### config.mk
export PLATFORM = sky130hd
export DESIGN_NAME = id_decode_stage
export DESIGN_NICKNAME = d
export VERILOG_FILES = /design/src/rtl/id_decode_pkg.sv /design/src/rtl/id_decode_instr_decoder.sv /design/src/rtl/id_decode_stage.sv
export SDC_FILE = /design/constraint.sdc
export NUM_CORES = 1
export LEC_CHECK = 0
export ABC_AREA = 0
export CORE_UTILIZATION = 49
export DETAILED_ROUTE_END_ITERATION = 8
export PLACE_DENSITY_LB_ADDON = 0.3
export SLEW_MARGIN = 40
export SYNTH_ARGS = -nofsm -noshare
export SYNTH_HDL_FRONTEND = slang
export SYNTH_HIERARCHICAL = 1
export SYNTH_SLANG_ARGS = --single-unit
### constraint.sdc
create_clock -name clk -period 2.27 [get_ports clk]
set_input_delay 0.454 -clock clk [delete_from_list [all_inputs] [get_ports clk]]
set_output_delay 0.454 -clock clk [all_outputs]
set_load 0.01 [all_outputs]
### src/rtl/id_decode_pkg.sv
// id_decode_pkg: shared types and constants for the ID decode stage.
//   - MIPS-subset opcode constants
//   - state_t : occupancy of the 2-entry skid buffer
//   - ctrl_t  : decoded control bits
//   - beat_t  : one stored beat (pc, instruction fields, ctrl_t)
// The PC field is PC_W wide. The top-level ADDR_W must not exceed PC_W.
package id_decode_pkg;

  localparam int PC_W = 32;

  localparam logic [5:0] OP_RTYPE = 6'h00;
  localparam logic [5:0] OP_J     = 6'h02;
  localparam logic [5:0] OP_BEQ   = 6'h04;
  localparam logic [5:0] OP_BNE   = 6'h05;
  localparam logic [5:0] OP_ADDI  = 6'h08;
  localparam logic [5:0] OP_SLTI  = 6'h0A;
  localparam logic [5:0] OP_LW    = 6'h23;
  localparam logic [5:0] OP_SW    = 6'h2B;

  typedef enum logic [1:0] {
    EMPTY = 2'd0,
    ONE   = 2'd1,
    FULL  = 2'd2
  } state_t;

  typedef struct packed {
    logic reg_write;
    logic mem_read;
    logic mem_write;
    logic branch;
    logic branch_ne;
    logic jump;
    logic alu_src_imm;
    logic reg_dst_rd;
    logic illegal;
  } ctrl_t;

  // imm16 and jaddr overlap the R-type fields, so only the fields are stored.
  typedef struct packed {
    logic [PC_W-1:0] pc;
    logic [5:0]      opcode;
    logic [4:0]      rs;
    logic [4:0]      rt;
    logic [4:0]      rd;
    logic [4:0]      shamt;
    logic [5:0]      funct;
    ctrl_t           ctrl;
  } beat_t;

endpackage

### src/rtl/id_decode_instr_decoder.sv
// instr_decoder: purely combinational opcode -> control-bit decode.
// Ports:
//   opcode_i  in  6   instr[31:26]
//   ctrl_o    out     decoded ctrl_t
// Build option: ID_DECODE_ILLEGAL_TRAP_EN
//   defined     - an undefined opcode sets ctrl_o.illegal.
//                 All other control bits stay 0.
//   not defined - an undefined opcode decodes as all-zero controls (NOP).
module instr_decoder
  import id_decode_pkg::*;
(
  input  logic [5:0] opcode_i,
  output ctrl_t      ctrl_o
);

  always_comb begin
    ctrl_o = '0;
    unique case (opcode_i)
      OP_RTYPE: begin
        ctrl_o.reg_write  = 1'b1;
        ctrl_o.reg_dst_rd = 1'b1;
      end
      OP_J:   ctrl_o.jump = 1'b1;
      OP_BEQ: ctrl_o.branch = 1'b1;
      OP_BNE: begin
        ctrl_o.branch    = 1'b1;
        ctrl_o.branch_ne = 1'b1;
      end
      OP_ADDI, OP_SLTI: begin
        ctrl_o.reg_write   = 1'b1;
        ctrl_o.alu_src_imm = 1'b1;
      end
      OP_LW: begin
        ctrl_o.reg_write   = 1'b1;
        ctrl_o.mem_read    = 1'b1;
        ctrl_o.alu_src_imm = 1'b1;
      end
      OP_SW: begin
        ctrl_o.mem_write   = 1'b1;
        ctrl_o.alu_src_imm = 1'b1;
      end
      default: begin
`ifdef ID_DECODE_ILLEGAL_TRAP_EN
        // The beat still flows downstream so execute can raise the trap.
        ctrl_o.illegal = 1'b1;
`else
        ctrl_o = '0;
`endif
      end
    endcase
  end

endmodule

### src/rtl/id_decode_stage.sv
// id_decode_stage: instruction-decode pipeline stage with a 2-entry skid buffer.
//
// Ports:
//   clk, reset_n          clock and asynchronous active-low reset
//   flush                 drops every buffered beat and any beat offered in the
//                         same cycle
//   in_valid/in_ready     upstream handshake; in_instr and in_pc carry the beat
//   out_valid/out_ready   downstream handshake
//   out_pc, out_opcode .. out_jaddr      head-beat fields
//   out_reg_write .. out_illegal         head-beat control bits
//
// Build option: ID_DECODE_ILLEGAL_TRAP_EN (applied inside instr_decoder).
//
// state | meaning
// EMPTY | no beat buffered
// ONE   | head holds a beat and skid is free
// FULL  | head and skid both hold beats, so upstream is stalled
module id_decode_stage
  import id_decode_pkg::*;
#(
  parameter int ADDR_W = 32
) (
  input  logic              clk,
  input  logic              reset_n,
  input  logic              flush,
  input  logic              in_valid,
  output logic              in_ready,
  input  logic [31:0]       in_instr,
  input  logic [ADDR_W-1:0] in_pc,
  output logic              out_valid,
  input  logic              out_ready,
  output logic [ADDR_W-1:0] out_pc,
  output logic [5:0]        out_opcode,
  output logic [4:0]        out_rs,
  output logic [4:0]        out_rt,
  output logic [4:0]        out_rd,
  output logic [4:0]        out_shamt,
  output logic [5:0]        out_funct,
  output logic [15:0]       out_imm16,
  output logic [25:0]       out_jaddr,
  output logic              out_reg_write,
  output logic              out_mem_read,
  output logic              out_mem_write,
  output logic              out_branch,
  output logic              out_branch_ne,
  output logic              out_jump,
  output logic              out_alu_src_imm,
  output logic              out_reg_dst_rd,
  output logic              out_illegal
);

  state_t state_q, state_d;
  beat_t  head_q, head_d;
  beat_t  skid_q, skid_d;
  beat_t  in_beat;
  ctrl_t  in_ctrl;
  logic   accept, pop;

  instr_decoder u_dec (
    .opcode_i (in_instr[31:26]),
    .ctrl_o   (in_ctrl)
  );

  always_comb begin
    in_beat        = '0;
    in_beat.pc     = PC_W'(in_pc);
    in_beat.opcode = in_instr[31:26];
    in_beat.rs     = in_instr[25:21];
    in_beat.rt     = in_instr[20:16];
    in_beat.rd     = in_instr[15:11];
    in_beat.shamt  = in_instr[10:6];
    in_beat.funct  = in_instr[5:0];
    in_beat.ctrl   = in_ctrl;
  end

  // Both handshake outputs decode from the state register alone.
  assign in_ready  = (state_q != FULL);
  assign out_valid = (state_q != EMPTY);
  assign accept    = in_valid & in_ready;
  assign pop       = out_valid & out_ready;

  always_comb begin
    state_d = state_q;
    head_d  = head_q;
    skid_d  = skid_q;
    if (flush) begin
      state_d = EMPTY;
    end else begin
      unique case (state_q)
        EMPTY: begin
          if (accept) begin
            head_d  = in_beat;
            state_d = ONE;
          end
        end
        ONE: begin
          if (accept && pop) begin
            head_d = in_beat;
          end else if (accept) begin
            skid_d  = in_beat;
            state_d = FULL;
          end else if (pop) begin
            state_d = EMPTY;
          end
        end
        FULL: begin
          if (pop) begin
            head_d  = skid_q;
            state_d = ONE;
          end
        end
        default: state_d = EMPTY;
      endcase
    end
  end

  always_ff @(posedge clk or negedge reset_n) begin
    if (!reset_n) begin
      state_q <= EMPTY;
      head_q  <= '0;
      skid_q  <= '0;
    end else begin
      state_q <= state_d;
      head_q  <= head_d;
      skid_q  <= skid_d;
    end
  end

  assign out_pc          = head_q.pc[ADDR_W-1:0];
  assign out_opcode      = head_q.opcode;
  assign out_rs          = head_q.rs;
  assign out_rt          = head_q.rt;
  assign out_rd          = head_q.rd;
  assign out_shamt       = head_q.shamt;
  assign out_funct       = head_q.funct;
  assign out_imm16       = {head_q.rd, head_q.shamt, head_q.funct};
  assign out_jaddr       = {head_q.rs, head_q.rt, head_q.rd, head_q.shamt, head_q.funct};
  assign out_reg_write   = head_q.ctrl.reg_write;
  assign out_mem_read    = head_q.ctrl.mem_read;
  assign out_mem_write   = head_q.ctrl.mem_write;
  assign out_branch      = head_q.ctrl.branch;
  assign out_branch_ne   = head_q.ctrl.branch_ne;
  assign out_jump        = head_q.ctrl.jump;
  assign out_alu_src_imm = head_q.ctrl.alu_src_imm;
  assign out_reg_dst_rd  = head_q.ctrl.reg_dst_rd;
  assign out_illegal     = head_q.ctrl.illegal;

endmodule
==> results of run 1 <==
==> cells in the mapped netlist, types with 2 or more instances <==
cell type,number
sky130_fd_sc_hd__dfrtp_1,148
sky130_fd_sc_hd__nor2_1,2
sky130_fd_sc_hd__nor4_1,3
sky130_fd_sc_hd__buf_6,18
sky130_fd_sc_hd__mux2_2,213
sky130_fd_sc_hd__nand2b_1,2
sky130_fd_sc_hd__nand2_1,3
sky130_fd_sc_hd__buf_2,2
sky130_fd_sc_hd__a21oi_1,2
sky130_fd_sc_hd__buf_4,46
sky130_fd_sc_hd__mux2_1,6
sky130_fd_sc_hd__a211oi_1,2
==> critical path, stage by stage (launching register included) <==
cell and delay [ns]:
sky130_fd_sc_hd__dfrtp_1 0.43, sky130_fd_sc_hd__or2_2 0.31, sky130_fd_sc_hd__clkdlybuf4s50_1 0.48
==> worst max-delay path by stage <==
stage,cells after the start,from,to,slack [ns]
floorplan,5,in_valid,out_funct[0],0.57
global placement,6,in_valid,out_pc[20],-0.01
global route,3,state_q[1],in_ready,0.11
CTS,3,state_q[1],in_ready,0.15
finish,2,state_q[1],out_valid,0.18
detailed placement,6,in_valid,out_branch_ne,-0.06
==> flip-flops by register name, indices dropped and copies added (netlist names), 2 cells and up <==
register,count
state_q,2
out_pc,32
skid_q,73
out_funct,6
out_rt,5
out_rs,5
out_opcode,6
out_rd,5
out_shamt,5
==> timing repair <==
action / CTS / global route
endpoints found under the hold margin: 32 / 0
endpoints found under the setup margin: 1 / 0
hold buffers: 1 / 0
setup buffers: 1 / 0
==> layout make-up <==
type	instances	area (µm²)	share of cell area, %
clock buffers	25	495	5.36
clock inverters	5	50.0	0.541
inverters	2	7.51	0.0812
multi-input cells	250	2690	29.0
flip-flops and latches	148	3700	40.1
well taps	180	225	2.44
repair buffers	203	2080	22.5
==> routing by layer <==
| metal | GRT usage (%) | wire length (µm) | up-vias |
|---|---|---|---|
| li1 | - | - | 1921 |
| met1 | 23.6 | 5580 | 2160 |
| met2 | 33.1 | 6820 | 120 |
| met3 | 5.31 | 712 | 19 |
| met4 | 8.33 | 285 | 0 |
| met5 | 0 | 0 | - |
==> layout by cell type (no fill, tap or decap), types with 2 or more instances in the layout <==
cell type and n:
sky130_fd_sc_hd__a211oi_1 2, sky130_fd_sc_hd__clkbuf_8 4, sky130_fd_sc_hd__buf_4 10, sky130_fd_sc_hd__clkbuf_1 4, sky130_fd_sc_hd__mux2_1 6, sky130_fd_sc_hd__nor4_1 3
sky130_fd_sc_hd__dfrtp_1 148, sky130_fd_sc_hd__clkinv_2 4, sky130_fd_sc_hd__a21oi_1 2, sky130_fd_sc_hd__clkbuf_16 17, sky130_fd_sc_hd__buf_12 7, sky130_fd_sc_hd__nor2_1 2
sky130_fd_sc_hd__nand2b_1 2, sky130_fd_sc_hd__nand2_1 3, sky130_fd_sc_hd__mux2_2 213, sky130_fd_sc_hd__clkdlybuf4s50_1 184
==> through the flow <==
stage	instance area (µm²)	power (mW)
global route	9250	8.53
detailed placement	8680	5.61
CTS	9250	8.23
finish	9250	8.12
floorplan	6940	4.63
global placement	8680	5.52
==> report_power, final <==
group | internal (mW) | switching [mW]
Sequential | 3.22 | 0.336
Combinational | 1.31 | 0.677
Clock | 1.60 | 0.972
==> logic make-up after synthesis <==
logic type      share of synthesized area (%)
mux                                      35.5
flops                                    53.4
buf+inv                                  8.15
simple gates                             2.02
compound gates                          0.901
other cells                            0.0540
==> impl_summary.log, run 1 <==
INFO  metric outcome = completed
INFO  metric syn-num-nets = 535
INFO  metric place_congestion = 0.737
INFO  metric hold_path_end = out_pc[7]
INFO  metric r2r_setup_slack = 0.36 ns
INFO  metric worst_r2r_path_depth = 5
INFO  metric p_per_area = 879 nW/µm²
INFO  metric finalHoldViolCount = 0
INFO  metric globalRouteOverflowTotal = 0
INFO  metric worst_voltage_drop_across_the_vdd_grid = 524 µV
INFO  metric category_of_the_worst_setup_path_launch_point = register
INFO  metric root_buffer = sky130_fd_sc_hd__clkbuf_16
INFO  metric placement_rows = 43
INFO  metric ys_types = 31
INFO  metric ioPinCount = 186
INFO  metric chipHeight = 121 µm
INFO  metric ys_seq_elements = 148
INFO  metric die_width = 121 µm
INFO  metric vias = 4220
INFO  metric number_of_clock_buffers_inserted_by_tritoncts = 17
INFO  metric fill_cells = 981
INFO  metric firstDrtPassIters = 3
INFO  metric grt_pass1_vias = 4470
INFO  metric p_leak = 3.84 nW
INFO  metric timing.clock.skew = 0.00593 ns
INFO  metric fp.dieArea = 14600 µm²
INFO  metric hold_path_depth = 1
INFO  metric max_clock_freq = 480 MHz
INFO  metric non_filler_instances = 813
INFO  metric yosysTopAreaCell = sky130_fd_sc_hd__dfrtp_1
INFO  metric synthesis.area = 6940 µm²
INFO  metric whs = 0.491 ns
INFO  metric cts_buffer_depth = 2
INFO  metric setup_viol_count_final = 0
INFO  metric ant_nets = 0
INFO  metric ys_warn_count = 6
INFO  metric synth_enable_flop_cells = 0
INFO  metric final-max-slew-violation-count = 0
INFO  metric synth-async-reset-ratio = 100%
INFO  metric post-place-cells = 781
INFO  metric synth_top_cells_by_area = sky130_fd_sc_hd__dfrtp_1, sky130_fd_sc_hd__mux2_2, sky130_fd_sc_hd__buf_4
INFO  metric final_routed_wirelength_across_all_metal_layers = 13400 µm
INFO  metric core_occupancy_in_the_finished_layout = 66.9%
INFO  metric routed_via_density = 5.19
INFO  metric final_clock_period_utilization_by_the_worst_path = 91.9%
INFO  metric fin_nets = 691
INFO  metric htreeDepth = 4
INFO  metric grtUsageTotal = 19.7%
INFO  metric post_cts_resized = 0
INFO  metric buffer_ports.inserted = 185
INFO  metric hold_path_startpoint = out_pc[7]
INFO  metric rsz0062_at_grt = no
INFO  metric grt_pass1_wl = 22100 µm
INFO  metric crit-reg2reg-launch = state_q[1]
INFO  metric final_critical_path_setup_slack = 0.185 ns
INFO  metric syn_area_per_cell = 14.9 µm²
INFO  metric place_hpwl = 9100 µm
INFO  metric setup_tns = 0 ns
INFO  metric initial_utilization = 50.2%
INFO  metric worstSkewPairLatency = 0.41 ns
INFO  metric tritoncts = done
INFO  metric area_growth = 33.2%
INFO  metric timing.critical_path.fanout_max = 6
INFO  metric crit_required = 1.82 ns
INFO  metric floorplan.core_area = 13800 µm²
INFO  metric post_route_cells_drive_above_1_share = 41.9%
INFO  metric synth-seq-area-share = 53.4%
INFO  metric worstPathArrival = 1.63 ns
INFO  metric grt_start_max_net_pins = 63
INFO  metric clock_pin_slew_reported_for_the_worst_setup_and_hold_paths_after_clock_tree_synthesis = 0.06 ns
INFO  metric critical_path_class = reg -> out
INFO  metric place_worst_setup_slack = -0.0566 ns
INFO  metric syn-instance-count = 466
INFO  metric antenna-diode-count = 0
INFO  metric drt_iter0_drc = 202
INFO  metric clock_sinks = 148
INFO  metric synth-main-ff-cell = sky130_fd_sc_hd__dfrtp_1
INFO  metric cap_viol_max_count = 0
INFO  metric netlist.area_leader.share = 53.4%
INFO  metric antenna_found_initial = 0
INFO  metric timing.rr.end = out_rs[1]
INFO  metric post-route-min-period = 2.09 ns
INFO  metric type_of_the_worst_min_delay_path = reg -> reg
INFO  metric wl_per_cell = 16.5 µm
INFO  metric drcViolationCount = 0
INFO  metric endpoint_type_of_the_worst_setup_path = primary output
Note: power is estimated with default switching activity, not from simulation.
==> run 2, diff against run 1 <==
- SKIP_CTS_REPAIR_TIMING: not set -> 1
- SLEW_MARGIN: 40 -> not set
- TNS_END_PERCENT: not set -> 10
==> run 2 against run 1 <==
Against the previous run: sequential share of layout area is 0.16 points lower; fmax is 2.4% lower; wire length up 0.28%; combinational power about the same; non-clock buffer count rose by 5; first-iteration DRC count rose by 9.9%; clock skew about the same; total power is essentially flat; critical path type unchanged.
==> impl_summary.log, run 2 (synthesis gave the netlist of run 1 again) <==
INFO  metric place_hpwl = 9100 µm
INFO  metric setup_viol_count_final = 0
INFO  metric firstDrtPassIters = 4
INFO  metric mostFrequentLayoutCell = sky130_fd_sc_hd__mux2_2
INFO  metric worstPathArrival = 1.68 ns
INFO  metric timing.clock.skew = 0.00568 ns
INFO  metric share_of_power_burned_in_registers = 43.8%
INFO  metric p_leak = 3.87 nW
INFO  metric mostFrequentLayoutCells = sky130_fd_sc_hd__mux2_2, sky130_fd_sc_hd__clkdlybuf4s50_1, sky130_fd_sc_hd__dfrtp_1
INFO  metric fin_nets = 696
INFO  metric timing.critical_path.fanout_max = 7
INFO  metric rsz0062_at_grt = no
INFO  metric buffer_ports.inserted = 185
INFO  metric max_clock_freq = 468 MHz
INFO  metric category_of_the_worst_setup_path_launch_point = register
INFO  metric critPathSlowestCell = sky130_fd_sc_hd__clkdlybuf4s50_1
INFO  metric netSwitchingPower = 1.99 mW
INFO  metric final_routed_wirelength_across_all_metal_layers = 13400 µm
INFO  metric place_worst_setup_slack = -0.0566 ns
INFO  metric number_of_clock_buffers_inserted_by_tritoncts = 17
INFO  metric p_per_area = 876 nW/µm²
INFO  metric wl_per_cell = 16.4 µm
INFO  metric grtUsageTotal = 19.6%
INFO  metric antenna-diode-count = 0
INFO  metric core_occupancy_in_the_finished_layout = 67.1%
INFO  metric drcViolationCount = 0
INFO  metric area_growth = 33.7%
INFO  metric cap_viol_max_count = 0
INFO  metric setup_tns = 0 ns
INFO  metric post-place-cells = 781
INFO  metric worstSkewPairLatency = 0.41 ns
INFO  metric p_int = 6.14 mW
INFO  metric worst_voltage_drop_across_the_vdd_grid = 526 µV
INFO  metric die_width = 121 µm
INFO  metric clock_sinks = 148
INFO  metric r2r_setup_slack = 0.39 ns
INFO  metric final_critical_path_setup_slack = 0.133 ns
INFO  metric chipHeight = 121 µm
INFO  metric placement_rows = 43
INFO  metric crit_required = 1.82 ns
INFO  metric type_of_the_worst_min_delay_path = reg -> reg
INFO  metric post-route-min-period = 2.14 ns
INFO  metric finalHoldViolCount = 0
INFO  metric final_clock_period_utilization_by_the_worst_path = 94.1%
INFO  metric power_frac_comb = 24.5%
INFO  metric ant_nets = 0
INFO  metric routed_via_density = 5.21
INFO  metric switching_portion_of_total_power = 24.5%
INFO  metric critical_path_class = reg -> out
INFO  metric clock_pin_slew_reported_for_the_worst_setup_and_hold_paths_after_clock_tree_synthesis = 0.06 ns
INFO  metric crit_path_cells = nor2b_4 > inv_2 > clkdlybuf4s50_1
INFO  metric ioPinCount = 186
INFO  metric final-max-slew-violation-count = 0
INFO  metric pwr-share-clk = 31.7%
INFO  metric drt_iter0_drc = 222
INFO  metric endpoint_type_of_the_worst_setup_path = primary output
INFO  metric vias = 4261
INFO  metric whs = 0.491 ns
INFO  metric place_congestion = 0.737
INFO  metric post_route_cells_drive_above_1_share = 42.3%
INFO  metric root_buffer = sky130_fd_sc_hd__clkbuf_16
INFO  metric cts_buffer_depth = 2
INFO  metric worst_path_largest_cell_delay = 0.50 ns
INFO  metric htreeDepth = 4
INFO  metric grt_start_max_net_pins = 63
INFO  metric globalRouteOverflowTotal = 0
INFO  metric tritoncts = done
INFO  metric registers.top_by_ff_count = skid_q
INFO  metric antenna_found_initial = 0
INFO  metric initial_utilization = 50.2%
INFO  metric outcome = completed
INFO  metric critical_path_buf_inv_count = 2
INFO  metric cp_top_family = buffers and inverters
INFO  metric non_filler_instances = 818
INFO  metric grt_pass1_vias = 4464
INFO  metric grt_pass1_wl = 22100 µm
INFO  metric fp.dieArea = 14600 µm²
INFO  metric floorplan.core_area = 13800 µm²
INFO  metric max_reg_flops = 73
==> run 2: changes by cell type in the layout (fill, tap and decap cells not counted), sizes merged <==
cell and delta:
buf +5
==> run 2: area by class of cell <==
type                    instances  area (µm²)
multi-input cells             250        2690
fillers                       976        4540
flip-flops and latches        148        3700
clock inverters                 5        50.0
repair buffers                208        2120
well taps                     180         225
inverters                       2        7.51
clock buffers                  25         495
==> run 2: metrics by stage <==
step | instance area [µm²] | total power [mW]
after floorplan | 6940 | 4.63
after global placement | 8680 | 5.52
after detailed placement | 8680 | 5.61
after CTS | 9230 | 8.23
after global routing | 9280 | 8.54
final | 9280 | 8.13
==> run 2: path summary, 6_finish.rpt <==
path                                 end  cells past startpoint       start
setup / recovery                in_ready                      3  state_q[1]
hold / removal                 out_pc[7]                      1   out_pc[7]
setup reg to reg               out_rs[1]                      5  state_q[1]
hold reg to reg                out_pc[7]                      1   out_pc[7]
max in group asynchronous  out_branch_ne                      3     reset_n
min in group asynchronous     out_pc[27]                      2     reset_n
==> run 2: routing by layer <==
layer,up-vias,share of wire [%],track usage (%)
li1,1931,-,-
met1,2186,42,23.6
met2,125,51,33.0
met3,19,5.3,5.31
met4,0,2.2,8.33
met5,-,0,0
==> run 2: power groups by stage <==
stage | logic [mW] | clock network [mW] | registers, mW
after CTS | 2.02 | 2.65 | 3.56
after global routing | 2.14 | 2.76 | 3.64
final | 1.99 | 2.58 | 3.56
after global placement | 1.96 | 0 | 3.56
after detailed placement | 2.01 | 0 | 3.60
after floorplan | 1.00 | 0 | 3.63
==> run 3, diff against run 2 <==
- CORE_ASPECT_RATIO: not set -> 1.75
==> run 3 against run 2 <==
Against the previous run: the run now ends with hold timing left; die area increased by 0.13%; sequential share of layout area increased by 0.14 points; clock power about the same; sequential power about the same; cell area decreased by 0.35%; wire length increased by 6.2%; sequential cell count unchanged; core utilization decreased by 0.28 points; register-to-register slack improved by 0.07 ns; critical path type unchanged; critical endpoint unchanged; largest cell class unchanged; largest power group unchanged.
==> impl_summary.log, run 3 (synthesis gave the netlist of run 1 again) <==
INFO  metric outcome = finished, violations left
INFO  metric violations_in_the_final_reports = hold timing
INFO  metric max_reg_flops = 73
INFO  metric grt_start_max_net_pins = 55
INFO  metric floorplan.core_area = 13800 µm²
INFO  metric setup_viol_count_final = 0
INFO  metric routed_via_density = 5.25
INFO  metric ant_nets = 0
INFO  metric antenna-diode-count = 0
INFO  metric place_hpwl = 9990 µm
INFO  metric setup.worst_path.start = state_q[1]
INFO  metric place_worst_setup_slack = -0.0447 ns
INFO  metric initial_utilization = 50.2%
INFO  metric fp.dieArea = 14700 µm²
INFO  metric final_critical_path_setup_slack = 0.0882 ns
INFO  metric place_congestion = 0.774
INFO  metric timing.critical_path.fanout_max = 6
INFO  metric globalRouteOverflowTotal = 0
INFO  metric clock_pin_slew_reported_for_the_worst_setup_and_hold_paths_after_clock_tree_synthesis = 0.06 ns
INFO  metric cap_viol_max_count = 0
INFO  metric post-route-min-period = 2.18 ns
INFO  metric placement.cell_area = 8700 µm²
INFO  metric finish.instance_area = 9250 µm²
INFO  metric category_of_the_worst_setup_path_launch_point = register
INFO  metric worst_voltage_drop_across_the_vdd_grid = 559 µV
INFO  metric worst_r2r_path_depth = 4
INFO  metric drt_iter0_drc = 104
INFO  metric vias = 4258
INFO  metric grt_pass1_wl = 23500 µm
INFO  metric critical_path_class = reg -> out
INFO  metric total_power = 8.15 mW
INFO  metric area_growth = 33.3%
INFO  metric final_routed_wirelength_across_all_metal_layers = 14300 µm
INFO  metric die_width = 92.0 µm
INFO  metric crit-reg2reg-launch = state_q[1]
INFO  metric final_clock_period_utilization_by_the_worst_path = 96.1%
INFO  metric fill_cells = 1040
INFO  metric worstPathArrival = 1.73 ns
INFO  metric final-max-slew-violation-count = 0
INFO  metric endpoint_type_of_the_worst_setup_path = primary output
INFO  metric antenna_found_initial = 0
INFO  metric grt_pass1_vias = 4730
INFO  metric cts_buffer_depth = 2
INFO  metric whs = -0.0143 ns
INFO  metric fin_nets = 690
INFO  metric clock_sinks = 148
INFO  metric drcViolationCount = 0
INFO  metric p_per_area = 882 nW/µm²
INFO  metric setup_tns = 0 ns
INFO  metric crit_required = 1.82 ns
INFO  metric placement_rows = 57
INFO  metric ioPinCount = 186
INFO  metric grtUsageTotal = 20.7%
INFO  metric max_clock_freq = 458 MHz
INFO  metric rsz0062_at_grt = no
INFO  metric registers.top_by_ff_count = skid_q
INFO  metric mostFrequentLayoutCells = sky130_fd_sc_hd__mux2_2, sky130_fd_sc_hd__clkdlybuf4s50_1, sky130_fd_sc_hd__dfrtp_1
INFO  metric firstDrtPassIters = 4
INFO  metric htreeDepth = 4
INFO  metric timing.clock.skew = 0.00852 ns
INFO  metric chipHeight = 159 µm
INFO  metric root_buffer = sky130_fd_sc_hd__clkbuf_16
INFO  metric wl_per_cell = 17.6 µm
INFO  metric worstSkewPairLatency = 0.41 ns
INFO  metric type_of_the_worst_min_delay_path = in -> async
INFO  metric buffer_ports.inserted = 185
INFO  metric p_leak = 3.82 nW
INFO  metric post_route_cells_drive_above_1_share = 42.7%
INFO  metric finalHoldViolCount = 20
INFO  metric tritoncts = done
INFO  metric number_of_clock_buffers_inserted_by_tritoncts = 17
INFO  metric mostFrequentLayoutCell = sky130_fd_sc_hd__mux2_2
## run 3: cell types whose count changed in the layout (fill, tap and decap cells not counted), sizes merged
| cell | previous run | this run |
|---|---|---|
| clkbuf | 25 | 19 |
| clkinvlp | 0 | 6 |
| buf | 23 | 18 |
| inv | 2 | 6 |
| bufinv | 1 | 0 |
| clkinv | 4 | 3 |
| dlygate4sd3 | 1 | 0 |
## run 3: through the flow
| stage | utilization (%) | instances | hold slack (ns) |
|---|---|---|---|
| 3_3_place_gp | 62.9 | 779 | 0.433 |
| 5_1_grt | 66.9 | 811 | 0.00929 |
| 2_1_floorplan | - | 466 | 0.158 |
| 6_report | 66.9 | 811 | -0.0143 |
| 3_5_place_dp | 62.9 | 779 | 0.440 |
| 4_1_cts | 66.9 | 811 | -0.00731 |
## run 3: path summary, 6_finish.rpt
kind / to / slack (ns)
max in group asynchronous: out_funct[5] / 1.50
max: in_ready / 0.09
min reg2reg: out_pc[5] / 0.50
max reg2reg: out_pc[3] / 0.46
min in group clk: out_pc[5] / 0.50
min: out_pc[18] / -0.01
## run 3: layer usage
layer	wire length, µm	track usage, %	vias to the layer above
li1	-	-	1918
met1	5250	22.6	2189
met2	8050	37.7	130
met3	617	4.82	21
met4	346	8.45	0
met5	0	0	-
## run 3: layout make-up
class	instances	area, µm²	share of cell area (%)
inverter	2	7.51	0.0812
multi-input combinational	250	2690	29.0
clock inverter	13	98.8	1.07
clock buffer	19	453	4.90
sequential	148	3700	40.0
timing repair buffer	202	2080	22.5
tap	177	221	2.39
## run 3: report_power, final
group	internal [mW]	switching (mW)	total, mW	leakage (nW)
sequential	3.22	0.345	3.57	1.81
clock	1.47	1.12	2.59	0.255
combinational	1.31	0.691	2.00	1.76
total	6.00	2.16	8.15	3.82
## run 3: worst max-delay path: stages (launching register included)
cell                              delay, ns
sky130_fd_sc_hd__dfrtp_1               0.43
sky130_fd_sc_hd__nor2b_4               0.32
sky130_fd_sc_hd__inv_2                 0.08
sky130_fd_sc_hd__clkdlybuf4s50_1       0.49
